===== src/rtl/branch_ctrl.sv =====
// -----------------------------------------------------------------------------
// branch_ctrl
//   Resolves one control-flow instruction at a time. A request is accepted in
//   IDLE, its operands are registered, and the resolved result is presented in
//   EVAL. A taken, aligned target is then held in REDIR as a redirect request
//   until fetch acknowledges it.
//
//   Contains:
//     branch_cmp  - branch/jump condition evaluator (the "taken" decision)
//     branch_ctrl - request capture, target/link generation, FSM, counters
//
// Ports (branch_ctrl)
//   clk, rst                 clock, synchronous active-high reset
//   i_valid / o_ready        request handshake
//   i_pc, i_op, i_funct3     instruction fields
//   i_rs1, i_rs2, i_imm      operands and sign-extended immediate
//   o_redirect, o_target     redirect request to fetch and its target
//   i_redir_ack              fetch accepts the redirect
//   o_flush                  one-cycle flush, issued with the redirect ack
//   o_link_we, o_link_data   link-register write (pc + 4) for jumps
//   o_misalign               one-cycle fault for a taken target with bit 1 set
//   o_br_cnt, o_taken_cnt    saturating counts of resolved / taken control ops
// -----------------------------------------------------------------------------

module branch_cmp (
    input  logic [6:0]  op,
    input  logic [2:0]  funct3,
    input  logic [31:0] rs1,
    input  logic [31:0] rs2,
    output logic        taken
);
    logic is_branch;
    logic is_jump;

    assign is_branch = (op == 7'b1100011);
    assign is_jump   = (op[6:4] == 3'b110) && (op[2:0] == 3'b111);

    always_comb begin
        taken = 1'b0;
        if (is_jump) begin
            taken = 1'b1;
        end else if (is_branch) begin
            case (funct3)
                3'b000:  taken = (rs1 == rs2);
                3'b001:  taken = (rs1 != rs2);
                3'b100:  taken = ($signed(rs1) <  $signed(rs2));
                3'b101:  taken = ($signed(rs1) >= $signed(rs2));
                3'b110:  taken = (rs1 <  rs2);
                3'b111:  taken = (rs1 >= rs2);
                default: taken = 1'b0;
            endcase
        end
    end
endmodule

// state | meaning
// ------+---------------------------------------------------------------
// IDLE  | ready for a request, o_target reads 0
// EVAL  | captured op resolved: link write, misalign fault, counters
// REDIR | redirect held to fetch until i_redir_ack, flush on the ack cycle
module branch_ctrl (
    input  logic        clk,
    input  logic        rst,
    input  logic        i_valid,
    output logic        o_ready,
    input  logic [31:0] i_pc,
    input  logic [6:0]  i_op,
    input  logic [2:0]  i_funct3,
    input  logic [31:0] i_rs1,
    input  logic [31:0] i_rs2,
    input  logic [31:0] i_imm,
    output logic        o_redirect,
    output logic [31:0] o_target,
    input  logic        i_redir_ack,
    output logic        o_flush,
    output logic        o_link_we,
    output logic [31:0] o_link_data,
    output logic        o_misalign,
    output logic [15:0] o_br_cnt,
    output logic [15:0] o_taken_cnt
);
    typedef enum logic [1:0] {
        IDLE  = 2'd0,
        EVAL  = 2'd1,
        REDIR = 2'd2
    } state_t;

    localparam logic [6:0] OP_JALR = 7'b1100111;

    state_t      state;
    state_t      state_nxt;

    logic [31:0] pc_q;
    logic [6:0]  op_q;
    logic [2:0]  funct3_q;
    logic [31:0] rs1_q;
    logic [31:0] rs2_q;
    logic [31:0] imm_q;

    logic [15:0] br_cnt_q;
    logic [15:0] taken_cnt_q;

    logic        accept;
    logic        taken;
    logic        is_ctrl;
    logic        is_jump;
    logic [31:0] pc_imm;
    logic [31:0] rs1_imm;
    logic [31:0] pc_plus4;
    logic [31:0] target;

    assign accept = i_valid && o_ready;

    branch_cmp u_cmp (
        .op     (op_q),
        .funct3 (funct3_q),
        .rs1    (rs1_q),
        .rs2    (rs2_q),
        .taken  (taken)
    );

    assign is_ctrl  = (op_q[6:4] == 3'b110);
    assign is_jump  = is_ctrl && (op_q[2:0] == 3'b111);
    assign pc_imm   = pc_q + imm_q;
    assign rs1_imm  = rs1_q + imm_q;
    assign pc_plus4 = pc_q + 32'd4;
    // JALR drops bit 0 of the computed address; everything else is pc-relative.
    assign target   = (op_q == OP_JALR) ? (rs1_imm & 32'hFFFF_FFFE) : pc_imm;

    // State register
    always_ff @(posedge clk) begin
        if (rst) begin
            state <= IDLE;
        end else begin
            state <= state_nxt;
        end
    end

    // Next-state logic
    always_comb begin
        state_nxt = state;
        case (state)
            IDLE: begin
                if (accept) state_nxt = EVAL;
            end
            EVAL: begin
                // A misaligned taken target faults instead of redirecting.
                if (taken && !target[1]) state_nxt = REDIR;
                else                     state_nxt = IDLE;
            end
            REDIR: begin
                if (i_redir_ack) state_nxt = IDLE;
            end
            default: state_nxt = IDLE;
        endcase
    end

    // Output logic
    always_comb begin
        o_ready     = 1'b0;
        o_redirect  = 1'b0;
        o_flush     = 1'b0;
        o_link_we   = 1'b0;
        o_link_data = 32'd0;
        o_misalign  = 1'b0;
        o_target    = 32'd0;
        case (state)
            IDLE: begin
                o_ready = !rst;
            end
            EVAL: begin
                o_target    = target;
                o_link_we   = is_jump;
                o_link_data = is_jump ? pc_plus4 : 32'd0;
                o_misalign  = taken && target[1];
            end
            REDIR: begin
                o_target   = target;
                o_redirect = 1'b1;
                // An ack coinciding with reset is dropped: no flush.
                o_flush    = i_redir_ack && !rst;
            end
            default: ;
        endcase
    end

    // Request capture
    always_ff @(posedge clk) begin
        if (rst) begin
            pc_q     <= 32'd0;
            op_q     <= 7'd0;
            funct3_q <= 3'd0;
            rs1_q    <= 32'd0;
            rs2_q    <= 32'd0;
            imm_q    <= 32'd0;
        end else if (accept) begin
            pc_q     <= i_pc;
            op_q     <= i_op;
            funct3_q <= i_funct3;
            rs1_q    <= i_rs1;
            rs2_q    <= i_rs2;
            imm_q    <= i_imm;
        end
    end

    // Saturating statistics counters, updated once per EVAL cycle
    always_ff @(posedge clk) begin
        if (rst) begin
            br_cnt_q    <= 16'd0;
            taken_cnt_q <= 16'd0;
        end else if (state == EVAL) begin
            if (is_ctrl && (br_cnt_q != 16'hFFFF)) begin
                br_cnt_q <= br_cnt_q + 16'd1;
            end
            if (taken && (taken_cnt_q != 16'hFFFF)) begin
                taken_cnt_q <= taken_cnt_q + 16'd1;
            end
        end
    end

    assign o_br_cnt    = br_cnt_q;
    assign o_taken_cnt = taken_cnt_q;
endmodule


===== config.mk =====
export PLATFORM = sky130hd
export DESIGN_NAME = branch_ctrl
export DESIGN_NICKNAME = d
export VERILOG_FILES = /design/src/rtl/branch_ctrl.sv
export SDC_FILE = /design/constraint.sdc
export NUM_CORES = 1
export LEC_CHECK = 0
export ABC_AREA = 1
export BUFFER_PORTS_ARGS = -buffer_cell sky130_fd_sc_hd__buf_2
export CAP_MARGIN = 5
export CORE_ASPECT_RATIO = 1.1
export CORE_MARGIN = 2
export CORE_UTILIZATION = 30
export CTS_CLUSTER_DIAMETER = 30
export DETAILED_ROUTE_END_ITERATION = 12
export GPL_TIMING_DRIVEN = 0
export PLACE_DENSITY = 0.52
export SKIP_LAST_GASP = 1
export SLEW_MARGIN = 15
export SYNTH_ARGS = -nofsm -noshare
export SYNTH_HDL_FRONTEND = slang
export SYNTH_SLANG_ARGS = --single-unit

===== constraint.sdc =====
create_clock -name clk -period 2.7 [get_ports clk]
set_input_delay 0.135 -clock clk [delete_from_list [all_inputs] [get_ports clk]]
set_output_delay 0.135 -clock clk [all_outputs]
set_load 0.01 [all_outputs]

==> impl_metrics.env, run 1 <==
export IMPL_status="complete, but fails checks"
export IMPL_initial_core_util_pct=30.4
export IMPL_clock_sinks=172
export IMPL_hold_slack_ns=0.0127
export IMPL_diodes=0
export IMPL_rows=76
export IMPL_clk_latency_ns=0.47
export IMPL_synth_nets=2031
export IMPL_crit_fanout=4
export IMPL_fin_tns_setup_ns=-6.30
export IMPL_drive_gt1_share_pct=33.5
export IMPL_clockBufferDepth=2
export IMPL_min_period_ns=3.12
export IMPL_placed_area_sq_mm=0.0137
export IMPL_yosysSeqAreaShare_pct=29.0
export IMPL_layout_nets=2504
export IMPL_wl_um=51100
export IMPL_min_path_type="input port to flop"
export IMPL_tightest_slew_ns=0.823
export IMPL_io_pins=243
export IMPL_netlist_area_sq_mm=0.0119
export IMPL_syn2layout_area_growth_pct=56.2
export IMPL_slew_headroom_pct=45.1
export IMPL_rsz0062_at_grt="yes"
export IMPL_gr_usage_all_layers_pct=23.9
export IMPL_p_leak_nw=8.07
export IMPL_yosysUniqueCellTypes=48
export IMPL_layout_commonest_cell="nand2_1"
export IMPL_stdcell_area_sq_mm=0.0185
export IMPL_min_period_over_period_pct=115
export IMPL_placed_cells=2537
export IMPL_wl_per_cell_um=18.4
export IMPL_worst_setup_path_type="flop to output pin"
export IMPL_final_cells=2781
export IMPL_fp_dieW_um=194
export IMPL_startpoint_type="flop"
export IMPL_fin_worst_skew_ns=0.0171
export IMPL_cp_data_arrival_time_ns=2.98
export IMPL_via_per_inst=5.01
export IMPL_avgSynthCellArea_sq_um=6.64
export IMPL_cp_end_kind="output pin"
export IMPL_route_detailed_drc=0
export IMPL_max_cap_violations=0
export IMPL_synthCells=1788
export IMPL_violations="negative setup slack"
export IMPL_setup_viol=29
export IMPL_synth_warnings=0
export IMPL_drt_iter0_markers=799
export IMPL_path_clk_slew_ns=0.08
export IMPL_final_hold_viol_count=0
export IMPL_cts_max_level=4
export IMPL_fmax_mhz=321
export IMPL_place_gp_congestion=0.917
export IMPL_synth_seq_cells=172
export IMPL_port_buffers=242
export IMPL_power_density_mw_per_mm2=439
export IMPL_grt_pass1_wl_um=75000
export IMPL_synth_top_area_share_pct=29.0
export IMPL_root_buffer="clkbuf_16"
export IMPL_ant_nets=0
export IMPL_finalMaxSlewViolations=0
export IMPL_overflow=0
export IMPL_num_fill_cells=3929
export IMPL_dieArea_sq_mm=0.0412
export IMPL_grt_antenna_before_repair=1
export IMPL_hpwl_um=39200
export IMPL_grt_max_degree=19
export IMPL_cp_required_ns=2.57
export IMPL_dr_total_vias=13900
export IMPL_layout_common_cells="nand2_1 (354), buf_2 (238), inv_1 (179)"
export IMPL_dr_pass1_iters=5
export IMPL_synth_top_cell_by_area="dfxtp_1"
export IMPL_cts_tree="done"
export IMPL_grt_pass1_vias=13400
export IMPL_core_area_sq_mm=0.0391
export IMPL_synthTopCellsByArea="dfxtp_1 (29%), nand2_1 (12%), ha_1 (10%), a21oi_1 (9.8%), o21ai_0 (6.2%)"
export IMPL_setup_slack_ns=-0.418
export IMPL_numCtsBuffers=17
export IMPL_ir_drop_uv=504
export IMPL_die_h_um=213
==> power breakdown <==
group / internal, W / leakage (nW) / switching (W)
combinational: 0.00108 / 6.33 / 0.00144
clock: 0.00132 / 0.290 / 0.00127
sequential: 0.00275 / 1.45 / 0.000280
total: 0.00515 / 8.07 / 0.00299
==> metal layers <==
metal / track usage (%) / up-vias / share of wire [%]
li1: - / 6979 / -
met1: 29.3 / 6439 / 43
met2: 40.0 / 401 / 47
met3: 4.30 / 99 / 5.2
met4: 12.6 / 2 / 4.9
met5: 0 / - / 0.022
==> sequential cells by signal, indices dropped and copies added, names as in the netlist <==
name,flops
imm_q,32
pc_q,32
rs1_q,32
rs2_q,32
o_br_cnt,16
o_taken_cnt,16
op_q,7
funct3_q,3
state,2
==> critical path, cell delays in order, from the launching register on <==
cell	delay, ns
dfxtp_4	0.38
ha_4	0.14
inv_2	0.04
fa_2	0.37
o21ai_4	0.20
a21oi_4	0.09
o21ai_2	0.20
buf_6	0.15
a21boi_4	0.06
o211ai_1	0.23
a21oi_1	0.09
o21ai_1	0.12
nand2_1	0.09
nor2_2	0.19
buf_2	0.17
==> cells by family (layout without fill, tap and decap cells) <==
kind of cell / Yosys count / count (layout) / share of synthesized area [%]
AND/OR/NAND/NOR: 755 / 755 / 27.8
AO/OA/AOI/OAI: 459 / 459 / 21.0
buffers and inverters: 258 / 744 / 8.32
flip-flops: 172 / 172 / 29.0
adder cells (fa/ha/maj): 101 / 101 / 10.8
XOR/XNOR: 43 / 43 / 3.17
==> area by class of cell <==
| cell class | count | area, sq um | share of cell area [%] |
|---|---|---|---|
| plain buffers | 61 | 317 | 1.71 |
| clock buffers | 17 | 425 | 2.29 |
| clock inverters | 15 | 169 | 0.911 |
| inverters | 197 | 741 | 3.99 |
| multi-input cells | 1358 | 9410 | 50.7 |
| flip-flops and latches | 172 | 3620 | 19.5 |
| well taps | 507 | 634 | 3.42 |
| repair buffers | 454 | 3230 | 17.4 |
==> Yosys cell counts, drive strengths merged <==
master,instances
nor2,139
o21ai,155
nor4,7
a211oi,12
inv,195
a31oi,9
a311o,1
xor2,29
clkbuf,51
o311ai,1
nand3,149
o21a,12
a21boi,3
xnor2,14
and3,1
nand2,392
nor3b,4
o21bai,8
a221oi,7
ha,99
o211ai,4
a21o,7
a21oi,239
dfxtp,172
or2,1
nor3,39
nand3b,4
fa,2
a311oi,1
nand4,19
buf,10
clkinv,2
==> what timing repair did <==
item / 4_1_cts / 5_1_grt
pin swaps: 89 / 81
endpoints found under the hold margin: 126 / 0
gates cloned: 0 / 1
endpoints found under the setup margin: 212 / 76
setup buffers: 62 / 27
gates resized for setup: 407 / 150
hold buffers: 126 / 0
==> stage by stage <==
step                      util (%)  setup WS, ns  power (W)
after CTS                     45.3        -0.350    0.00801
after global routing          47.4        -0.601    0.00857
after detailed placement      35.1        -0.716    0.00478
after floorplan                  -         0.229    0.00407
after global placement        35.1        -0.744    0.00476
final                         47.4        -0.418    0.00815
==> worst paths after layout <==
| kind | startpoint | endpoint | slack [ns] | cells past startpoint |
|---|---|---|---|---|
| max | imm_q[0]$_SDFFE_PP0P_ | o_target[28] | -0.42 | 14 |
| min | i_pc[26] | pc_q[26]$_SDFFE_PP0P_ | 0.01 | 3 |
| max reg2reg | rs1_q[28]$_SDFFE_PP0P_ | o_taken_cnt[13]$_SDFFE_PP0P_ | 0.06 | 19 |
| min reg2reg | rs2_q[2]$_SDFFE_PP0P_ | rs2_q[2]$_SDFFE_PP0P_ | 0.46 | 2 |
Note: power is estimated with default switching activity, not from simulation.
==> inputs of run 2 (changes only) <==
--- a/config.mk
+++ b/config.mk
@@ -14,7 +14,7 @@
 export CTS_CLUSTER_DIAMETER = 30
 export DETAILED_ROUTE_END_ITERATION = 12
 export GPL_TIMING_DRIVEN = 0
-export PLACE_DENSITY = 0.52
+export PLACE_DENSITY_LB_ADDON = 0.15
 export SKIP_LAST_GASP = 1
 export SLEW_MARGIN = 15
 export SYNTH_ARGS = -nofsm -noshare
==> run 2 against run 1 <==
Effect of this change:
- the flow still finishes with violations (negative setup slack)
- worst hold slack got worse by 0.0082 ns
- register-to-register slack improved by 0.07 ns
- maximum frequency increased by 2.2%
- final cell count increased by 0.29%
- sequential share of layout area increased by 0.075 points
- first-iteration DRC count decreased by 10%
- clock-buffer cell count increased by 1
- critical path type unchanged
- largest cell class unchanged
- largest power group unchanged
==> impl_metrics.env, run 2 (synthesized netlist as in run 1, its figures left out) <==
export IMPL_intPower_w=0.00532
export IMPL_finalMaxSlewViolations=0
export IMPL_port_buffers=242
export IMPL_crit_fanout=3
export IMPL_fmax_mhz=328
export IMPL_rsz0062_at_grt="yes"
export IMPL_setup_slack_ns=-0.350
export IMPL_path_clk_slew_ns=0.07
export IMPL_ir_drop_uv=493
export IMPL_root_buffer="clkbuf_16"
export IMPL_cts_max_level=4
export IMPL_num_fill_cells=3899
export IMPL_power_density_mw_per_mm2=442
export IMPL_drive_gt1_share_pct=33.6
export IMPL_fin_worst_skew_ns=0.0128
export IMPL_power_frac_comb_pct=30.5
export IMPL_syn2layout_area_growth_pct=56.4
export IMPL_via_per_inst=4.99
export IMPL_die_h_um=213
export IMPL_layout_nets=2511
export IMPL_multi_input_area_sq_mm=0.00934
export IMPL_clk_latency_ns=0.47
export IMPL_io_pins=243
export IMPL_grt_max_degree=17
export IMPL_hold_slack_ns=0.00454
export IMPL_rows=76
export IMPL_slew_headroom_pct=43.0
export IMPL_cp_required_ns=2.57
export IMPL_clock_sinks=172
export IMPL_grt_pass1_wl_um=75500
export IMPL_clkPwrFrac_pct=32.3
export IMPL_fp_dieW_um=194
export IMPL_seq_area_sq_mm=0.00364
export IMPL_clockBufferDepth=2
export IMPL_wl_per_cell_um=18.3
export IMPL_initial_core_util_pct=30.4
export IMPL_final_hold_viol_count=0
export IMPL_highest_layer="met5"
export IMPL_startpoint_type="flop"
export IMPL_place_gp_congestion=0.908
export IMPL_status="complete, but fails checks"
export IMPL_min_path_type="input port to flop"
export IMPL_grt_pass1_vias=13600
export IMPL_wl_um=51000
export IMPL_violations="negative setup slack"
export IMPL_cp_end_kind="output pin"
export IMPL_wl_met1_um=21800
export IMPL_switching_share_pct=35.1
export IMPL_max_cap_violations=0
export IMPL_worst_setup_path_type="flop to output pin"
export IMPL_grt_antenna_before_repair=2
export IMPL_ant_nets=0
export IMPL_tightest_slew_ns=0.855
export IMPL_wl_met2_um=24900
export IMPL_wl_met3_um=2650
export IMPL_gr_usage_all_layers_pct=24.0
export IMPL_seqPwrFrac_pct=37.1
export IMPL_min_period_over_period_pct=113
export IMPL_numCtsBuffers=17
export IMPL_layout_commonest_cell="nand2_1"
export IMPL_switching_power_w=0.00288
export IMPL_core_area_sq_mm=0.0391
export IMPL_route_detailed_drc=0
export IMPL_min_period_ns=3.05
export IMPL_cts_tree="done"
export IMPL_setup_viol=30
export IMPL_dr_total_vias=13900
export IMPL_drt_iter0_markers=716
export IMPL_power_total_w=0.00820
export IMPL_overflow=0
export IMPL_hpwl_um=38800
export IMPL_dr_pass1_iters=5
export IMPL_layout_common_cells="nand2_1 (360), buf_2 (240), inv_1 (176)"
export IMPL_fin_tns_setup_ns=-4.56
export IMPL_cp_data_arrival_time_ns=2.92
export IMPL_dieArea_sq_mm=0.0412
export IMPL_p_leak_nw=8.09
==> run 2: area by class of cell <==
class / count / area share [%]
multi-input cells: 1358 / 50.3
well taps: 507 / 3.42
clock buffers: 18 / 2.37
diodes: 1 / 0.0135
flip-flops and latches: 172 / 19.6
inverters: 197 / 4.07
plain buffers: 60 / 1.58
repair buffers: 462 / 17.7
clock inverters: 14 / 0.971
==> run 2: per-stage QoR <==
step | setup slack [ns] | cells | utilization (%) | area [sq um]
after floorplan | 0.229 | 1788 | - | 11900
after global placement | -0.760 | 2537 | 35.1 | 13700
after detailed placement | -0.750 | 2537 | 35.1 | 13700
after CTS | -0.406 | 2754 | 45.3 | 17700
after global routing | -0.413 | 2788 | 47.5 | 18600
final | -0.350 | 2789 | 47.5 | 18600
==> run 2: power groups by stage <==
stage / logic [W] / registers, W / clock network [W]
finish: 0.00250 / 0.00304 / 0.00265
floorplan: 0.00117 / 0.00290 / 0
global route: 0.00275 / 0.00306 / 0.00280
detailed placement: 0.00176 / 0.00302 / 0
global placement: 0.00174 / 0.00302 / 0
CTS: 0.00230 / 0.00304 / 0.00271
==> run 2: worst max-delay path: stages (launching register included) <==
cell	delay [ns]
dfxtp_4	0.38
ha_4	0.14
inv_2	0.04
fa_2	0.41
o21ai_4	0.20
a21oi_4	0.09
o21ai_4	0.16
buf_6	0.14
buf_6	0.09
a21oi_4	0.05
nor2_1	0.10
nor2_1	0.06
a221oi_2	0.37
buf_2	0.20
==> run 2: path summary, 6_finish.rpt <==
check / from / end / slack (ns) / cells after the start
worst min register to register: rs2_q[2]$_SDFFE_PP0P_ / rs2_q[2]$_SDFFE_PP0P_ / 0.46 / 2
worst min-delay path: i_pc[28] / pc_q[28]$_SDFFE_PP0P_ / 0.005 / 3
worst max register to register: state[0]$_SDFFE_PP0P_ / rs1_q[24]$_SDFFE_PP0P_ / 0.13 / 10
worst max-delay path: pc_q[0]$_SDFFE_PP0P_ / o_target[16] / -0.35 / 13
==> run 2: routing by layer <==
layer  up-vias  GRT usage (%)
li1       7011              -
met1      6464           28.8
met2       361           42.4
met3        80           4.49
met4         2           9.29
met5         -              0
==> run 2: timing repair <==
action	CTS	global route
hold buffers	127	0
buffers inserted	57	38
setup endpoints to repair	210	65
cloned	1	1
endpoints found under the hold margin	127	0
pin swaps	86	94
resized for setup	411	150
